<file path="src/rtl/fir_pkg.sv">
// Shared definitions for the FIR lane sequencer: FSM state encoding,
// tap-length clamping and run-length arithmetic.
package fir_pkg;

  localparam int TAP_W   = 12;
  localparam int PCM_W   = 16;
  localparam int SHIFT_W = 4;
  localparam int RUN_W   = 14;

  typedef enum logic [2:0] {
    ST_IDLE,
    ST_WRITE,
    ST_START,
    ST_RUN,
    ST_HOLD
  } state_t;

  // A zero tap count still needs one tap; anything past the ring depth is
  // limited to the deepest history the ring can hold.
  function automatic logic [TAP_W-1:0] clamp_tap(input logic [TAP_W-1:0] len,
                                                 input int unsigned      aw);
    logic [31:0] lim;
    lim = (32'd1 << aw) - 32'd1;
    if (len == '0)
      return TAP_W'(1);
    else if (aw < TAP_W && 32'(len) > lim)
      return TAP_W'(lim);
    else
      return len;
  endfunction

  function automatic logic [RUN_W-1:0] run_len(input logic [TAP_W-1:0] tap,
                                               input int unsigned      mul,
                                               input int unsigned      lat);
    logic [31:0] cycles;
    cycles = (32'(tap) + mul - 32'd1) / mul + lat - 32'd1;
    return RUN_W'(cycles);
  endfunction

endpackage

</file>
<file path="src/rtl/fir_lane_seq.sv">
// Sequencer for one fir_lane: accepts a PCM sample, writes it into the lane
// ring, holds the lane start high for the run length and returns the result.
module fir_lane_seq
  import fir_pkg::*;
#(
  parameter int unsigned PCMAW   = 9,
  parameter int unsigned MUL_NUM = 2,
  parameter int unsigned FIR_LAT = 8
) (
  input  logic               clk1,
  input  logic               rst,
  input  logic               flush,
  input  logic [TAP_W-1:0]   cfg_tap_len,
  input  logic [SHIFT_W-1:0] cfg_shift,
  input  logic               s_valid,
  input  logic [PCM_W-1:0]   s_data,
  output logic               s_ready,
  output logic               m_valid,
  output logic [PCM_W-1:0]   m_data,
  output logic               m_warm,
  input  logic               m_ready,
  output logic               pcm_in_wr,
  output logic [PCM_W-1:0]   pcm_in,
  output logic [PCMAW-1:0]   pcm_in_address,
  output logic [SHIFT_W-1:0] pcm_out_shift,
  output logic [TAP_W-1:0]   tap_len,
  output logic               fir_start,
  input  logic [PCM_W-1:0]   pcm_out
);

  localparam logic [PCMAW-1:0] FILL_MAX = '1;

  state_t state, state_next;

  logic               s_ready_q;
  logic               flush_pend, flush_pend_next;
  logic [PCMAW-1:0]   wr_ptr;
  logic [PCMAW-1:0]   fill;
  logic [PCM_W-1:0]   sample;
  logic [TAP_W-1:0]   tap_eff;
  logic [SHIFT_W-1:0] shift;
  logic [RUN_W-1:0]   run_cnt;

  logic accept;
  logic do_flush;
  logic capture;
  logic done_ack;

  always_ff @(posedge clk1) begin
    if (rst) state <= ST_IDLE;
    else     state <= state_next;
  end

  // NOTE: every signal written here gets a default first, so no path through
  // the case statement can leave one unassigned and infer a latch.
  always_comb begin
    state_next = state;
    accept     = 1'b0;
    do_flush   = 1'b0;
    capture    = 1'b0;
    done_ack   = 1'b0;
    pcm_in_wr  = 1'b0;
    fir_start  = 1'b0;
    m_valid    = 1'b0;
    unique case (state)
      ST_IDLE: begin
        if (flush || flush_pend) begin
          do_flush = 1'b1;
        end else if (s_valid && s_ready_q) begin
          accept     = 1'b1;
          state_next = ST_WRITE;
        end
      end
      ST_WRITE: begin
        pcm_in_wr  = 1'b1;
        state_next = ST_START;
      end
      ST_START: begin
        fir_start  = 1'b1;
        state_next = ST_RUN;
      end
      ST_RUN: begin
        fir_start = 1'b1;
        // run_cnt holds the RUN cycles still to go; this is the last one.
        if (run_cnt <= RUN_W'(1)) begin
          capture    = 1'b1;
          state_next = ST_HOLD;
        end
      end
      ST_HOLD: begin
        m_valid = 1'b1;
        if (m_ready) begin
          done_ack   = 1'b1;
          state_next = ST_IDLE;
        end
      end
      default: state_next = ST_IDLE;
    endcase
  end

  // A flush seen outside IDLE waits here; IDLE always consumes it.
  assign flush_pend_next = (state == ST_IDLE) ? 1'b0 : (flush_pend | flush);

  // NOTE: sequential state uses non-blocking assignments so every register
  // samples the pre-edge values, independent of statement order.
  always_ff @(posedge clk1) begin
    if (rst) begin
      s_ready_q  <= 1'b1;
      flush_pend <= 1'b0;
      wr_ptr     <= '0;
      fill       <= '0;
      sample     <= '0;
      tap_eff    <= TAP_W'(1);
      shift      <= '0;
      run_cnt    <= '0;
      m_data     <= '0;
      m_warm     <= 1'b0;
    end else begin
      s_ready_q  <= (state_next == ST_IDLE) && !flush_pend_next;
      flush_pend <= flush_pend_next;

      if (do_flush) begin
        wr_ptr <= '0;
        fill   <= '0;
      end else if (done_ack) begin
        wr_ptr <= wr_ptr + PCMAW'(1);
        if (fill != FILL_MAX) fill <= fill + PCMAW'(1);
      end

      if (accept) begin
        sample  <= s_data;
        tap_eff <= clamp_tap(cfg_tap_len, PCMAW);
        shift   <= cfg_shift;
      end

      if (state == ST_START)
        run_cnt <= run_len(tap_eff, MUL_NUM, FIR_LAT);
      else if (state == ST_RUN)
        run_cnt <= run_cnt - RUN_W'(1);

      if (capture) begin
        m_data <= pcm_out;
        m_warm <= (32'(fill) + 32'd1) >= 32'(tap_eff);
      end
    end
  end

  assign s_ready        = s_ready_q;
  assign pcm_in         = sample;
  assign pcm_in_address = wr_ptr;
  assign tap_len        = tap_eff;
  assign pcm_out_shift  = shift;

endmodule

</file>
<file path="config.mk">
export PLATFORM = sky130hd
export DESIGN_NAME = fir_lane_seq
export DESIGN_NICKNAME = d
export VERILOG_FILES = /design/src/rtl/fir_pkg.sv /design/src/rtl/fir_lane_seq.sv
export SDC_FILE = /design/constraint.sdc
export NUM_CORES = 1
export LEC_CHECK = 0
export CAP_MARGIN = 5
export CELL_PAD_IN_SITES_DETAIL_PLACEMENT = 2
export CELL_PAD_IN_SITES_GLOBAL_PLACEMENT = 2
export CORE_UTILIZATION = 28
export DETAILED_ROUTE_END_ITERATION = 8
export PLACE_DENSITY = 0.8
export SYNTH_ARGS = -nofsm -noshare
export SYNTH_HDL_FRONTEND = slang
export SYNTH_SLANG_ARGS = --single-unit
</file>
<file path="constraint.sdc">
create_clock -name clk1 -period 3.1 [get_ports clk1]
set_clock_uncertainty 0.05 [all_clocks]
set_input_delay 0.62 -clock clk1 [delete_from_list [all_inputs] [get_ports clk1]]
set_output_delay 0.62 -clock clk1 [all_outputs]
set_load 0.005 [all_outputs]
</file>
# Word level (Yosys, flattened, before mapping)
# Index checks and enable logic that the tools add are counted.
[word_totals]
regBits = 86
in_bits = 53
output_inout_bits = 62
wordCells = 61
[classes]
add_sub_neg = 8
order_cmp = 3
n_eq_ne = 5
muxes = 22
bitwise = 1
reduce_logical = 11
[op_table]
columns = ["operator", "n"]
rows = [
  ["14-bit 2-to-1 mux", 2],
  ["14-bit by 1-bit subtractor with 14-bit output, second input constant", 2],
  ["12-bit 2-to-1 mux", 2],
  ["9-bit by 1-bit adder with 9-bit output, second input constant", 2],
  ["3-bit case mux with 5 select lines", 1],
  ["14-bit by 4-bit adder with 14-bit output, second input constant", 1],
  ["14-bit by 1-bit <= comparator with 1-bit output, second input constant", 1],
  ["13-bit by 1-bit subtractor with 14-bit output, second input constant", 1],
  ["12-bit by 2-bit adder with 13-bit output, second input constant", 1],
  ["1-bit 2-to-1 mux", 13],
  ["10-bit by 12-bit greater-or-equal comparator with 1-bit output", 1],
  ["12-bit by 9-bit greater-than comparator with 1-bit output, second input constant", 1],
  ["12-bit zero test", 1],
  ["3-bit 2-to-1 mux", 4],
  ["9-bit by 1-bit adder with 10-bit output, second input constant", 1],
  ["9-bit != test, second input constant", 1],
  ["3-bit by 2-bit == test with 1-bit output, second input constant", 2],
  ["3-bit zero test", 2],
  ["2-bit OR reduction", 2],
  ["3-bit by 1-bit == test with 1-bit output, second input constant", 1],
  ["3-bit == test, second input constant", 1],
  ["1-bit logical AND", 2],
  ["2-bit AND reduction", 1],
  ["2-bit nonzero test", 1],
  ["other kinds (3)", 3],
]

# Longest topological paths before layout
[logic_depth]
depth_word = 6
mapped_depth = 10
depth_no_buf = 10

# Worst setup path before layout
# Ideal clock, no wire load.
[synth_path]
path_type = "register -> register"
start = "register fill[0]"
end = "register m_warm"
setup_time_ns = 0.091
arrival_time_ns = 2.227
required_time_ns = 2.959
path_slack_ns = 0.732
stages_incl_launch_ff = 11
path_buffers = 0
synth_period_minus_slack_ns = 2.368
path_cell_list = "dfxtp_1 > ha_1 > nand3_1 > nor2_1 > and3_1 > ha_1 > ha_1 > a21o_1 > a21oi_1 > or3_1 > a311oi_1"
[synth_via]
elab_chain_cells = 2
[synth_lines]
columns = ["item", "line", "rtl"]
rows = [
  ["from (decl)", "fir_lane_seq.sv:38", "logic [PCMAW-1:0] fill;"],
  ["from (signal assigned)", "fir_lane_seq.sv:127", "if (fill != FILL_MAX) fill <= fill + PCMAW'(1);"],
  ["9-bit by 1-bit adder with 10-bit output", "fir_lane_seq.sv:143", "m_warm <= (32'(fill) + 32'd1) >= 32'(tap_eff);"],
  ["10-bit by 12-bit greater-or-equal comparator with 1-bit output", "fir_lane_seq.sv:143", ""],
  ["to (signal assigned)", "fir_lane_seq.sv:143", ""],
  ["to (decl)", "fir_lane_seq.sv:20", "output logic m_warm,"],
]
# No other way between the ends.
# A chain may end at the register's enable or synchronous reset.

# Final worst setup path
[layout_path]
start = "register tap_eff[1], in the netlist tap_len[1]"
end = "register run_cnt[10]"
[layout_via]
elab_chain_cells = 5
[layout_lines]
columns = ["item", "line", "rtl"]
rows = [
  ["from (decl)", "fir_lane_seq.sv:40", "logic [TAP_W-1:0] tap_eff;"],
  ["from (signal assigned)", "fir_lane_seq.sv:132", "tap_eff <= clamp_tap(cfg_tap_len, PCMAW);"],
  ["12-bit by 2-bit adder with 13-bit output", "fir_pkg.sv:36", "cycles = (32'(tap) + mul - 32'd1) / mul + lat - 32'd1;"],
  ["13-bit by 1-bit subtractor with 14-bit output", "fir_pkg.sv:36", ""],
  ["14-bit by 4-bit adder with 14-bit output", "fir_pkg.sv:36", ""],
  ["14-bit by 1-bit subtractor with 14-bit output", "fir_pkg.sv:36", ""],
  ["14-bit 2-to-1 mux", "fir_lane_seq.sv:136", "if (state == ST_START)"],
  ["to (signal assigned)", "fir_lane_seq.sv:137", "run_cnt <= run_len(tap_eff, MUL_NUM, FIR_LAT);"],
  ["to (signal assigned)", "fir_lane_seq.sv:139", "run_cnt <= run_cnt - RUN_W'(1);"],
  ["to (decl)", "fir_lane_seq.sv:42", "logic [RUN_W-1:0] run_cnt;"],
]
# No other way between the ends.

==> flow_summary.ini <==
[outcome]
outcome = completed

[flow_run]
maxCapViolations = 0

[cells_and_area]
synthToLayoutAreaGrowth_pct = 37.8
post-route-util_pct = 39.5
multiInputGateArea_mm2 = 0.00245
diodes = 0
n_fill_cell = 1692
register_area_mm2 = 0.00172
final_nets = 714
drive_gt1_share_pct = 5.39

[synthesis]
synthesis.area_mm2 = 0.00434
synth_area_per_cell_um2 = 8.09
synth_edf_count = 0
synthCells = 537
synth_top_area_cell = dfxtp_1
yosysWarnings = 0
ys_top_cells_by_area = dfxtp_1 (40%), nand2_1 (8.3%), a21oi_1 (6.3%)
synth_top_area_share_pct = 39.7
synth_nets = 607
synthFlopType = dfxtp_1
ys_seq_area_share_pct = 39.7
yosysUniqueCellTypes = 59
synthTopCellsByCount = nand2_1 (96), dfxtp_1 (86), a21oi_1 (55), nor2_1 (43), nor3_1 (22)
async_reset_ff_share_pct = 0
synth-seq-cells = 86
synth.most_common_cell = nand2_1

[global_routing]
grtUsageTotal_pct = 20.0
grt_pass1_wl_um = 25100
globalRouteOverflowTotal = 0
first_global_vias = 4776
antenna_found_initial = 0
grt_max_degree = 48

[place]
place_ws_ns = 0.286
place.port_buffers = 114
place_congestion = 0.787
dp_hpwl_um = 11400

[clock_tree]
cts_tree = done
htreeDepth = 3
cts_buffers = 9
hold_buffers = 0
cts_buffer_depth = 2
cts_resized = 0
cts.sinks = 86
clkLatencyLatePin_ns = 0.35
clock-root-buffer = clkbuf_16
clkTransAtPathRegs_ns = 0.07
postCtsSetupRepairBufs = 0

[timing]
relSlewSlack_pct = 40.1
finalCritPeriodShare_pct = 92.1
setup_viol = 0
max_freq_ghz = 0.350
final_hold_viol_count = 0
rsz0062_at_grt = no
worstMarginPinSlew_ns = 0.898
drv_slew = 0
setup_slack_ns = 0.244
fin_setup_tns_ns = 0
post-route-min-period_ns = 2.86

[power]
seq_power_share_pct = 42.0
switching_power_mw = 0.861
switching_share_pct = 29.2
power_leakage_nw = 2.06
peakVddDrop_uv = 273
powerDensity_mw_per_mm2 = 493
intPower_mw = 2.09
power.share.combinational_pct = 19.8
clkPwrFrac_pct = 38.2

[critical_path]
r2r-end = run_cnt[10]
startpoint_type = flip-flop
crit_required_ns = 3.24
r2r_slack_ns = 0.24
r2r_cells = 9
critical_path.cell_chain = ha_1 -> xnor2_1 -> ha_1 -> a32oi_1 -> nor2_1 -> a221o_1 -> nor4_1 -> xor2_1 -> a21oi_1
critPathCaptureType = flip-flop
cpMostUsedCell = ha_1
crit_slowest_cell = dfxtp_1
crit_fanout = 12
arrival_ns = 3.00
cp-endpoint = run_cnt[10]
max_stage_delay_ns = 0.55
path_class = reg2reg
rr_startpoint = tap_len[1]
worstSetupStartpoint = tap_len[1]

[worst_hold_path]
hold_class = reg2reg
holdPathStages = 2
hold_start = pcm_out_shift[1]

[route]
wl_met2_um = 8340
wire_per_inst_um = 18.4
drtIter0Drc = 128
dr_total_vias = 4297
highest_layer = met4
vias_per_cell = 5.13
met3_length_um = 589
wl_um = 15400
drc = 0
dr.pass1.iters = 4
wl_met1_um = 6290
ant_nets = 0

[floorplanning]
placementRows = 45
num_io_pins = 115
die_w_um = 127
die_area_mm2 = 0.0160
start_util_pct = 28.7
coreArea_mm2 = 0.0151
die_y_um = 127
## power groups by stage
stage	registers (mW)	clock network, mW	logic (mW)
global placement	1.26	0	0.561
finish	1.24	1.13	0.584
global route	1.25	1.21	0.637
CTS	1.24	1.16	0.592
floorplan	1.24	0	0.329
detailed placement	1.26	0	0.584
## critical path, delay by kind of cell (launching register included)
kind	cells	cell delay, ns
and+or+nand+nor	2	0.39
AOI/OAI and AO/OA	3	0.63
DFF	1	0.55
adders and majority gates	2	0.76
xor gates and xnor gates	2	0.32
## cells by family after synthesis
logic type | share of synthesized area, %
simple gates | 26.3
fa+ha+maj | 4.90
buf+inv | 4.01
mux | 0.922
compound gates | 16.8
xor+xnor | 7.46
flops | 39.7
## how the worst min path moves through the flow
stage / to / slack [ns]
after floorplan: run_cnt[12] / 0.39
after global placement: m_data[1] / 0.39
after detailed placement: m_data[0] / 0.40
after CTS: pcm_out_shift[1] / 0.42
after global routing: m_data[8] / 0.43
final: pcm_out_shift[1] / 0.41
## per-stage QoR
step / power [mW] / area [um^2] / cells / hold slack [ns]
after floorplan: 1.57 / 4340 / 537 / 0.390
after global placement: 1.82 / 5670 / 821 / 0.391
after detailed placement: 1.85 / 5670 / 821 / 0.402
after CTS: 3.00 / 5980 / 837 / 0.417
after global routing: 3.09 / 5980 / 837 / 0.435
final: 2.95 / 5980 / 837 / 0.410
## final cells by class
cell class	count	share of cell area (%)
clock inverters	6	1.15
inverters	15	0.941
well taps	188	3.93
multi-input cells	408	40.9
clock buffers	10	4.00
flip-flops and latches	86	28.8
repair buffers	124	20.3
## sequential cells by signal (all words and copies together), names as in the netlist
signal / flops
s_ready: 1
fill: 9
m_data: 16
state: 3
tap_len: 12
pcm_out_shift: 4
run_cnt: 14
pcm_in_address: 9
pcm_in: 16
flush_pend: 1
m_warm: 1
## layout by cell type, fill, tap and decap left out, types with 12 or more instances in the layout
master	n
nor2_1	42
a21oi_1	55
nand2_1	96
clkdlybuf4s50_1	113
xnor2_1	16
nor3_1	22
or3_1	12
nand3_1	13
ha_1	17
xor2_1	21
dfxtp_1	86
inv_1	13
## layer usage
layer / global-route usage, % / up-vias
met2: 38.3 / 52
li1: - / 2106
met1: 21.3 / 2123
met5: 0 / -
met3: 5.86 / 16
met4: 4.96 / 0
No activity file was read; power rests on OpenSTA's default activity.
==> RTL change: new RTL, config.mk and constraints unchanged <==
Re-encode `state_t` (5 states) as one-hot, 5 bits wide.
--- a/src/rtl/fir_pkg.sv
+++ b/src/rtl/fir_pkg.sv
@@ -8,10 +8,10 @@
   localparam int RUN_W   = 14;
 
-  typedef enum logic [2:0] {
-    ST_IDLE,
-    ST_WRITE,
-    ST_START,
-    ST_RUN,
-    ST_HOLD
+  typedef enum logic [4:0] {
+    ST_IDLE  = 5'b00001,
+    ST_WRITE = 5'b00010,
+    ST_START = 5'b00100,
+    ST_RUN   = 5'b01000,
+    ST_HOLD  = 5'b10000
   } state_t;
 
Behaviour: no difference found for any inputs over 10 cycles, from zero or initial values and one cycle with rst high; not proved beyond that.
==> RTL change against the unedited design <==
  * Synthesized cell count increased by 3.9%
  * Utilization increased by 0.16 points
  * Fmax increased by 5.6%
  * Sequential cell count increased by 2
  * Combinational power increased by 3%
  * Sequential share of layout area about the same
  * Area after synthesis increased by 3.6%
  * Design area increased by 2.3%
  * Worst setup slack improved by 150 ps
  * Critical path depth decreased by 5
  * Power decreased by 0.45%
  * Routed wire length about the same
==> RTL change: results (changes against the unedited design) <==
| Metric | Value |
|---|---|
| Placed Cells | 861 (was 821) |
| Cell variety after synth | 61 (was 59) |
| GR Layer Usage met3 | 0.0532 (was 0.0586) |
| Placement Cell Area | 5830 sq um (was 5670 sq um) |
| Setup CP Type | reg2out (was reg2reg) |
| Global-route wire length before repair | 25100 microns (about the same) |
| Post-synthesis sequential area ratio | 0.392 (was 0.397) |
| Non-clock buffer share | 0.196 (was 0.203) |
| Post-CTS Setup Repair Bufs | 0 (unchanged) |
| Routed vias | 4436 (was 4297) |
| Met2 GRT Util | 0.357 (was 0.383) |
| Hold_sp | m_data[4]$_SDFFE_PP0P_ (was pcm_out_shift[1]$_SDFFE_PP0P_) |
| Worst reg-to-reg path cell count | 10 (was 9) |
| Routability-driven placement congestion ratio | 0.874 (was 0.787) |
| Clock buf/inv share | 0.0466 (was 0.0515) |
| CP arrival | 2040 ps (was 3000 ps) |
| #MultiIn Comb | 423 (was 408) |
| GRT Util Overall | 0.194 (was 0.200) |
| Seq area share | 0.288 (about the same) |
| Fraction of area in multi-input gates | 0.416 (was 0.409) |
| Worst vdd ir | 0.275 mV (was 0.273 mV) |
| Multi-input gate area | 2540 sq um (was 2450 sq um) |
| Largest fanout on the critical path | 8 (was 12) |
| Post-Layout Cell Count | 877 (was 837) |
| Met2 routed WL | 8090 microns (was 8340 microns) |
| Share of post-route cells with drive strength above 1 | 0.0586 (was 0.0539) |
| Comb group | 599 uW (was 584 uW) |
| Main area contributors after synthesis | dfxtp_1 (39%), nand2_1 (7.8%), a21oi_1 (5.9%) (was dfxtp_1 (40%), nand2_1 (8.3%), a21oi_1 (6.3%)) |
| Clock buffer count | 13 (was 10) |
| Wire per inst | 17.6 microns (was 18.4 microns) |
| # port buffers | 114 (unchanged) |
| Status | completed (unchanged) |
| Syn_nets | 628 (was 607) |
| Total power | 2.94 mW (was 2.95 mW) |
| Num Clock Sinks | 88 (was 86) |
| Clk power | 1.05 mW (was 1.13 mW) |
| Pin count of the biggest net entering global routing | 40 (was 48) |
| Met1 Usage GRT | 0.216 (was 0.213) |
| Filler cells | 1749 (was 1692) |
| Leak | 2.13 nW (was 2.06 nW) |
| Slew Limit Headroom | 0.496 (was 0.401) |
| Reg2Reg Launch Point | fill[0]$_SDFFE_PP0P_ (was tap_len[1]$_SDFFE_PP0P_) |
| Post-synth top cells | nand2_1 (94), dfxtp_1 (88), a21oi_1 (53) (was nand2_1 (96), dfxtp_1 (86), a21oi_1 (55)) |
| Final #Nets | 731 (was 714) |
| Met3 Routed Length | 588 microns (was 589 microns) |
| Max stage delay on crit path | 520 ps (was 550 ps) |
| Worst path top cell family by delay | simple AND/OR/NAND/NOR gates (was adder cells) |
| DRT iter0 DRCs | 98 (was 128) |
| Mean Syn Cell Area | 8.06 sq um (was 8.09 sq um) |
| Worst Setup SP | state[1]$_SDFF_PP0_ (was tap_len[1]$_SDFFE_PP0P_) |
## RTL change: cell types whose count changed after synthesis, moves of 3 or more
cell | before | now
a211oi_1 | 9 | 16
a21o_1 | 6 | 3
buf_2 | 4 | 7
inv_1 | 13 | 17
nand3_1 | 13 | 6
nand4_1 | 9 | 12
nor2_1 | 43 | 49
nor3_2 | 0 | 4
o21ai_0 | 10 | 16
or3_1 | 12 | 9
xnor2_1 | 16 | 25
## RTL change: path summary, 6_finish.rpt
| kind | slack [ps] | endpoint |
|---|---|---|
| worst max-delay path | 390 | fir_start |
| worst min-delay path | 410 | m_data[4]$_SDFFE_PP0P_ |
| worst max register to register | 410 | m_warm$_SDFFE_PP0P_ |
| worst min register to register | 410 | m_data[4]$_SDFFE_PP0P_ |
## RTL change: kinds of logic after synthesis
family / Yosys count / share of synthesized area
flops: 88 / 0.392
compound gates: 117 / 0.159
fa+ha+maj: 17 / 0.0473
xor+xnor: 44 / 0.0857
buf+inv: 47 / 0.0428
simple gates: 241 / 0.264
mux: 4 / 0.00890
